**src/rtl/seq_mul_pkg.sv**
```systemverilog
// rtl/seq_mul_pkg.sv - shared types, constants and helpers for the sequential multiplier controller
//
// Contents:
//   SEQ_MUL_WIDTH_DEFAULT : default operand width in bits
//   seq_mul_state_e       : controller state encoding
//   cnt_width()           : bit width of the shift-step counter for a given operand width
package seq_mul_pkg;

    localparam int SEQ_MUL_WIDTH_DEFAULT = 8;

    typedef enum logic [2:0] {
        ST_IDLE  = 3'd0,
        ST_LOAD  = 3'd1,
        ST_TEST  = 3'd2,
        ST_ADD   = 3'd3,
        ST_SHIFT = 3'd4,
        ST_DONE  = 3'd5
    } seq_mul_state_e;

    // Counter must hold 0..WIDTH-1; never narrower than one bit.
    function automatic int cnt_width(input int width);
        return (width < 2) ? 1 : $clog2(width);
    endfunction

endpackage

```
**src/rtl/seq_mul_cnt.sv**
```systemverilog
// rtl/seq_mul_cnt.sv - shift-step counter with clear, increment and wrap at WIDTH
//
// Ports:
//   clk     : rising-edge clock
//   clr     : asynchronous active-high reset, forces count to 0
//   clear   : synchronous clear (operand load)
//   inc     : advance by one shift step
//   count   : completed shift steps, modulo WIDTH
//   at_last : count currently equals WIDTH-1 (the next increment is the final shift)
module seq_mul_cnt
    import seq_mul_pkg::*;
#(
    parameter int WIDTH = SEQ_MUL_WIDTH_DEFAULT
) (
    input  logic                          clk,
    input  logic                          clr,
    input  logic                          clear,
    input  logic                          inc,
    output logic [cnt_width(WIDTH)-1:0]   count,
    output logic                          at_last
);

    localparam int            CW   = cnt_width(WIDTH);
    localparam logic [CW-1:0] LAST = CW'(WIDTH - 1);

    logic [CW-1:0] count_q;
    logic [CW-1:0] count_d;

    assign at_last = (count_q == LAST);
    assign count   = count_q;

    // The final shift wraps to 0 explicitly so non-power-of-two widths
    // behave the same as power-of-two ones.
    always_comb begin
        count_d = count_q;
        if (clear) begin
            count_d = '0;
        end else if (inc) begin
            count_d = at_last ? '0 : count_q + CW'(1);
        end
    end

    always_ff @(posedge clk or posedge clr) begin
        if (clr) begin
            count_q <= '0;
        end else begin
            count_q <= count_d;
        end
    end

endmodule

```
**src/rtl/seq_mul_ctrl.sv**
```systemverilog
// rtl/seq_mul_ctrl.sv - shift-and-add multiplier control FSM
//
// Optional feature: define SEQ_MUL_CTRL_EARLY_EXIT_EN to finish as soon as
// the remaining multiplier bits are all zero (checked in TEST).
//
// Ports:
//   clk      : rising-edge clock
//   clr      : asynchronous active-high reset
//   start    : begin a multiplication (sampled in IDLE only)
//   q0       : multiplier LSB from the datapath
//   mq_zero  : remaining multiplier bits are all zero
//   ld_sel   : datapath mux select, 1 = operand load, 0 = shifted value
//   ld_en    : operand load enable
//   add_en   : accumulator add enable
//   shift_en : shift enable
//   busy     : controller not in IDLE
//   done     : one-cycle completion pulse
//   count    : completed shift steps
module seq_mul_ctrl
    import seq_mul_pkg::*;
#(
    parameter int WIDTH = SEQ_MUL_WIDTH_DEFAULT
) (
    input  logic                          clk,
    input  logic                          clr,
    input  logic                          start,
    input  logic                          q0,
    input  logic                          mq_zero,
    output logic                          ld_sel,
    output logic                          ld_en,
    output logic                          add_en,
    output logic                          shift_en,
    output logic                          busy,
    output logic                          done,
    output logic [cnt_width(WIDTH)-1:0]   count
);

    seq_mul_state_e state_q;
    seq_mul_state_e state_d;
    logic           cnt_last;

`ifndef SEQ_MUL_CTRL_EARLY_EXIT_EN
    logic unused_mq_zero;
    assign unused_mq_zero = mq_zero;
`endif

    seq_mul_cnt #(
        .WIDTH (WIDTH)
    ) u_cnt (
        .clk     (clk),
        .clr     (clr),
        .clear   (state_q == ST_LOAD),
        .inc     (state_q == ST_SHIFT),
        .count   (count),
        .at_last (cnt_last)
    );

    always_ff @(posedge clk or posedge clr) begin
        if (clr) begin
            state_q <= ST_IDLE;
        end else begin
            state_q <= state_d;
        end
    end

    always_comb begin
        state_d = state_q;
        case (state_q)
            ST_IDLE: begin
                if (start) begin
                    state_d = ST_LOAD;
                end
            end
            ST_LOAD: begin
                state_d = ST_TEST;
            end
            ST_TEST: begin
`ifdef SEQ_MUL_CTRL_EARLY_EXIT_EN
                if (mq_zero) begin
                    state_d = ST_DONE;
                end else if (q0) begin
                    state_d = ST_ADD;
                end else begin
                    state_d = ST_SHIFT;
                end
`else
                state_d = q0 ? ST_ADD : ST_SHIFT;
`endif
            end
            ST_ADD: begin
                state_d = ST_SHIFT;
            end
            ST_SHIFT: begin
                // cnt_last reflects the count before this step's increment.
                state_d = cnt_last ? ST_DONE : ST_TEST;
            end
            ST_DONE: begin
                state_d = ST_IDLE;
            end
            default: begin
                state_d = ST_IDLE;
            end
        endcase
    end

    // Moore outputs: decoded from state_q alone so no input reaches an output.
    always_comb begin
        ld_sel   = 1'b0;
        ld_en    = 1'b0;
        add_en   = 1'b0;
        shift_en = 1'b0;
        busy     = 1'b1;
        done     = 1'b0;
        case (state_q)
            ST_IDLE: begin
                busy = 1'b0;
            end
            ST_LOAD: begin
                ld_sel = 1'b1;
                ld_en  = 1'b1;
            end
            ST_ADD: begin
                add_en = 1'b1;
            end
            ST_SHIFT: begin
                shift_en = 1'b1;
            end
            ST_DONE: begin
                done = 1'b1;
            end
            ST_TEST: begin
            end
            default: begin
                busy = 1'b0;
            end
        endcase
    end

endmodule

```
**config.mk**
```make
export PLATFORM = sky130hd
export DESIGN_NAME = seq_mul_ctrl
export DESIGN_NICKNAME = d
export VERILOG_FILES = /design/src/rtl/seq_mul_pkg.sv /design/src/rtl/seq_mul_cnt.sv /design/src/rtl/seq_mul_ctrl.sv
export SDC_FILE = /design/constraint.sdc
export NUM_CORES = 1
export LEC_CHECK = 0
export ABC_CLOCK_PERIOD_IN_PS = 1550
export CAP_MARGIN = 20
export CORE_UTILIZATION = 25
export CTS_CLUSTER_DIAMETER = 150
export DETAILED_ROUTE_END_ITERATION = 10
export GPL_TIMING_DRIVEN = 0
export PLACE_DENSITY = 0.53
export SLEW_MARGIN = 30
export SYNTH_ARGS = -nofsm -noshare
export SYNTH_HDL_FRONTEND = slang
export SYNTH_SLANG_ARGS = --single-unit
```
**constraint.sdc**
```tcl
create_clock -name clk -period 1.55 [get_ports clk]
set_input_delay 0.31 -clock clk [delete_from_list [all_inputs] [get_ports clk]]
set_output_delay 0.31 -clock clk [all_outputs]
set_load 0.005 [all_outputs]
```
==> run summary <==
The run finished, with violations left. The number of warnings reported in the yosys synthesis log came out at 0. In the synthesized netlist the async set-or-reset flop fraction comes to 100%. The clock reaches the later pin of the worst-skew pair after 0.24 ns.

Detailed routing inserted a total of 393 vias. The initial antenna violation count was 0. The maximum frequency from static timing analysis came out at 654 MHz.

STA classifies the critical path endpoint as an output port. The die height is 42.0 um. The initial core utilization is 26.5%.

The number of port buffers is 12. The slowest cell on the critical path is sky130_fd_sc_hd__dfrtp_1. The final number of max-transition violations is 0. The number of DRC violations after detailed routing came out at 1. The synthesized area is 399 um2. The number of buffers created by CTS is 3. Averaged over all synthesized cells, the footprint is 9.73 um2. The post-DP HPWL is 603 um. The number of hold buffers added after CTS was 0. The routing usage on met1 is 13.6%. The critical path data required time came out at 1.24 ns. After global routing, the most crowded layer is met2. The number of max-cap violations came out at 0. The worst-case setup margin in the final layout is 0.0208 ns. The width of the die is 42.0 um.

The number of DRC markers in iteration 0 came out at 5. At the end of routability-driven placement, the weighted congestion stood at 0.712. In the routed layout, each cell is associated on average with a via count of 4.68. The path class of the lowest-slack min-delay path is input pin to asynchronous set/reset pin. STA classifies the critical path startpoint as a flop. The maximum root-to-sink buffer count is 2. 14 I/O pins were placed. The overall power after layout is 1.23 mW. Along the worst path, the maximum fanout reaches 3. From synthesis to final layout, the design area changed by 65.2%. The count of nets left with antenna violations after detail routing came out at 0.

The met3 usage is 1.30%. Of the synthesized area, sequential elements account for 37.6%. The post-placement worst setup slack came out at -0.0672 ns. The clock transition time at the flip-flop clock pins of the worst setup and hold paths came out at 0.04 ns. The kind of critical path is flop to output port. The die covers 1760 um2. The count of final hold-check violations came out at 0. The count of state elements after synthesis came out at 6.

Global routing used 22.8% of the available met2 tracks. Before antenna repair, the detailed router went through 6 iterations. Walking the worst path, the cells encountered are buf_4 > nand2b_4 > nor2_1 > clkdlybuf4s15_1.

The placeable core region came out at 1510 um2. The remaining global-route overflow is 0. Yosys attributes the largest share of cell area to sky130_fd_sc_hd__dfrtp_1, sky130_fd_sc_hd__ha_1, sky130_fd_sc_hd__nand2b_1, sky130_fd_sc_hd__nor3_4, sky130_fd_sc_hd__a22oi_1. The worst register-to-register path begins at state_q[0]. The total of endpoints with negative setup slack in the final report came out at 0. The post-synth net total is 48. The number of sinks driven by the clock tree is 6. In this run, synthesis inferred 0 flip-flops with an integrated enable. In the synthesized netlist the dominant register cell turns out to be sky130_fd_sc_hd__dfrtp_1. Clock tree synthesis selected as its root buffer the cell sky130_fd_sc_hd__clkbuf_4. Synthesis instantiated 25 different standard cells from the library. The net count of the finished layout is 77. The utilization of the core after routing came out at 43.8%.

The wire length per cell is 11.7 um. The maximum ir drop on the vdd rail came out at 0.000654 V. Setup repair after global routing could not meet its margin everywhere. TritonCTS built the clock tree. Power spread over the standard cell area amounts to 1870 nW/um2. The number of global-route vias before repair came out at 422. After synthesis, the largest area contributor takes up 37.6% of total cell area.

For the final database, setup skew stands at 0.00226 ns. The total global-route track usage came out at 12.8%. Of the cells placed in the final design, the portion with a size suffix greater than 1 is 45.6%. The largest stage delay on the critical path is 0.39 ns.

The number of levels the H-tree was split into is 1. The number of rows in the core area is 14. The first element of the critical path is state_q[1]. At the pin with the least slew margin, the transition time is 0.281 ns. The leakage dissipation is 0.313 nW. At the worst endpoint, the arrival time is 1.22 ns.

The post-route clock period utilization came out at 98.7%. After filler insertion, the fill cell instance count of the layout stands at 152. 0 antenna diodes ended up in the layout. The maximum number of pins on one net before global-route repair came out at 10.

The synthesized instance count came out at 41. For this block, the routed nets add up to 980 um of wire. The cell accounting for the most synthesized area is sky130_fd_sc_hd__dfrtp_1.

The global-route wire length before repair is 1660 um. The worst slew margin relative to its limit came out at 81.2%. The time the worst path needs with I/O delays and setup came out at 1.53 ns. The checks that failed: design-rule violations.
[cell usage after synthesis (2+ instances only)]
master,n
sky130_fd_sc_hd__ha_1,2
sky130_fd_sc_hd__a22oi_1,2
sky130_fd_sc_hd__nor2_1,3
sky130_fd_sc_hd__nand2b_1,3
sky130_fd_sc_hd__nand2_1,4
sky130_fd_sc_hd__o21ai_1,2
sky130_fd_sc_hd__dfrtp_1,6
sky130_fd_sc_hd__inv_1,2
[routing by layer]
metal  vias up  share of wire (%)
met1       177                 41
met2        12                 52
li1        200                  -
met3         4                5.0
met5         -                  0
met4         0                2.6
[timing repair]
action / 4_1_cts / 5_1_grt
pin swaps: 1 / 3
endpoints found under the setup margin: 6 / 5
setup buffers: 11 / 4
resized for setup: 18 / 6
cloned: 0 / 0
[flip-flops by register name (all words and copies together) (netlist names)]
signal / count
state_q: 3
u_cnt.count: 3
[cells by family after synthesis]
group	count (synthesis)	synth area share [%]
AOI/OAI and AO/OA	12	21.6
adders and majority gates	2	6.27
buffers and inverters	6	11.0
DFF	6	37.6
muxes	1	2.51
and+or+nand+nor	14	21.0
[worst max-delay path: cells and delay by family, from the launching register on]
kind,cells,cell delay (ns)
buffers and inverters,2,0.35
DFF,1,0.39
and+or+nand+nor,2,0.24
[layout by cell type, fill, tap and decap left out, drive strengths merged, types with 3 or more instances in the layout]
master | synthesis | final
nor3 | 3 | 3
buf | 2 | 18
nand2b | 3 | 3
nand2 | 4 | 4
dfrtp | 6 | 6
clkdlybuf4s50 | 0 | 6
nor2 | 3 | 3
inv | 3 | 3
o21ai | 4 | 4
clkbuf | 1 | 4
[stage by stage]
step | hold slack, ns | setup TNS, ns | instance area [um2] | cells
finish | 0.285 | 0 | 659 | 84
global route | 0.306 | -0.0436 | 659 | 84
CTS | 0.285 | -0.213 | 663 | 83
detailed placement | 0.544 | -0.204 | 539 | 69
global placement | 0.529 | -0.225 | 539 | 69
floorplan | 0.101 | 0 | 399 | 41
[final timing paths]
kind                                   to  slack [ns]  cells past startpoint
max reg2reg                u_cnt.count[0]        0.16                      6
min                        u_cnt.count[0]        0.29                      2
min in group clk           u_cnt.count[2]        0.54                      2
max in group asynchronous      state_q[0]        1.06                      2
min reg2reg                u_cnt.count[2]        0.54                      2
max                                  done        0.02                      4
[power by group]
part / internal, mW / switching (mW) / leakage [nW]
combinational: 0.475 / 0.347 / 0.221
clock: 0.0871 / 0.0492 / 0.0138
sequential: 0.214 / 0.0614 / 0.0779
total: 0.776 / 0.457 / 0.313
[area by class of cell]
cell class | instances | area, um2 | share of cell area [%]
plain buffers | 1 | 7.51 | 1.14
clock buffers | 3 | 22.5 | 3.42
inverters | 3 | 13.8 | 2.09
multi-input cells | 29 | 225 | 34.2
flip-flops and latches | 6 | 151 | 23.0
well taps | 16 | 20.0 | 3.04
repair buffers | 26 | 219 | 33.2
Note: power is estimated with default switching activity, not from simulation.
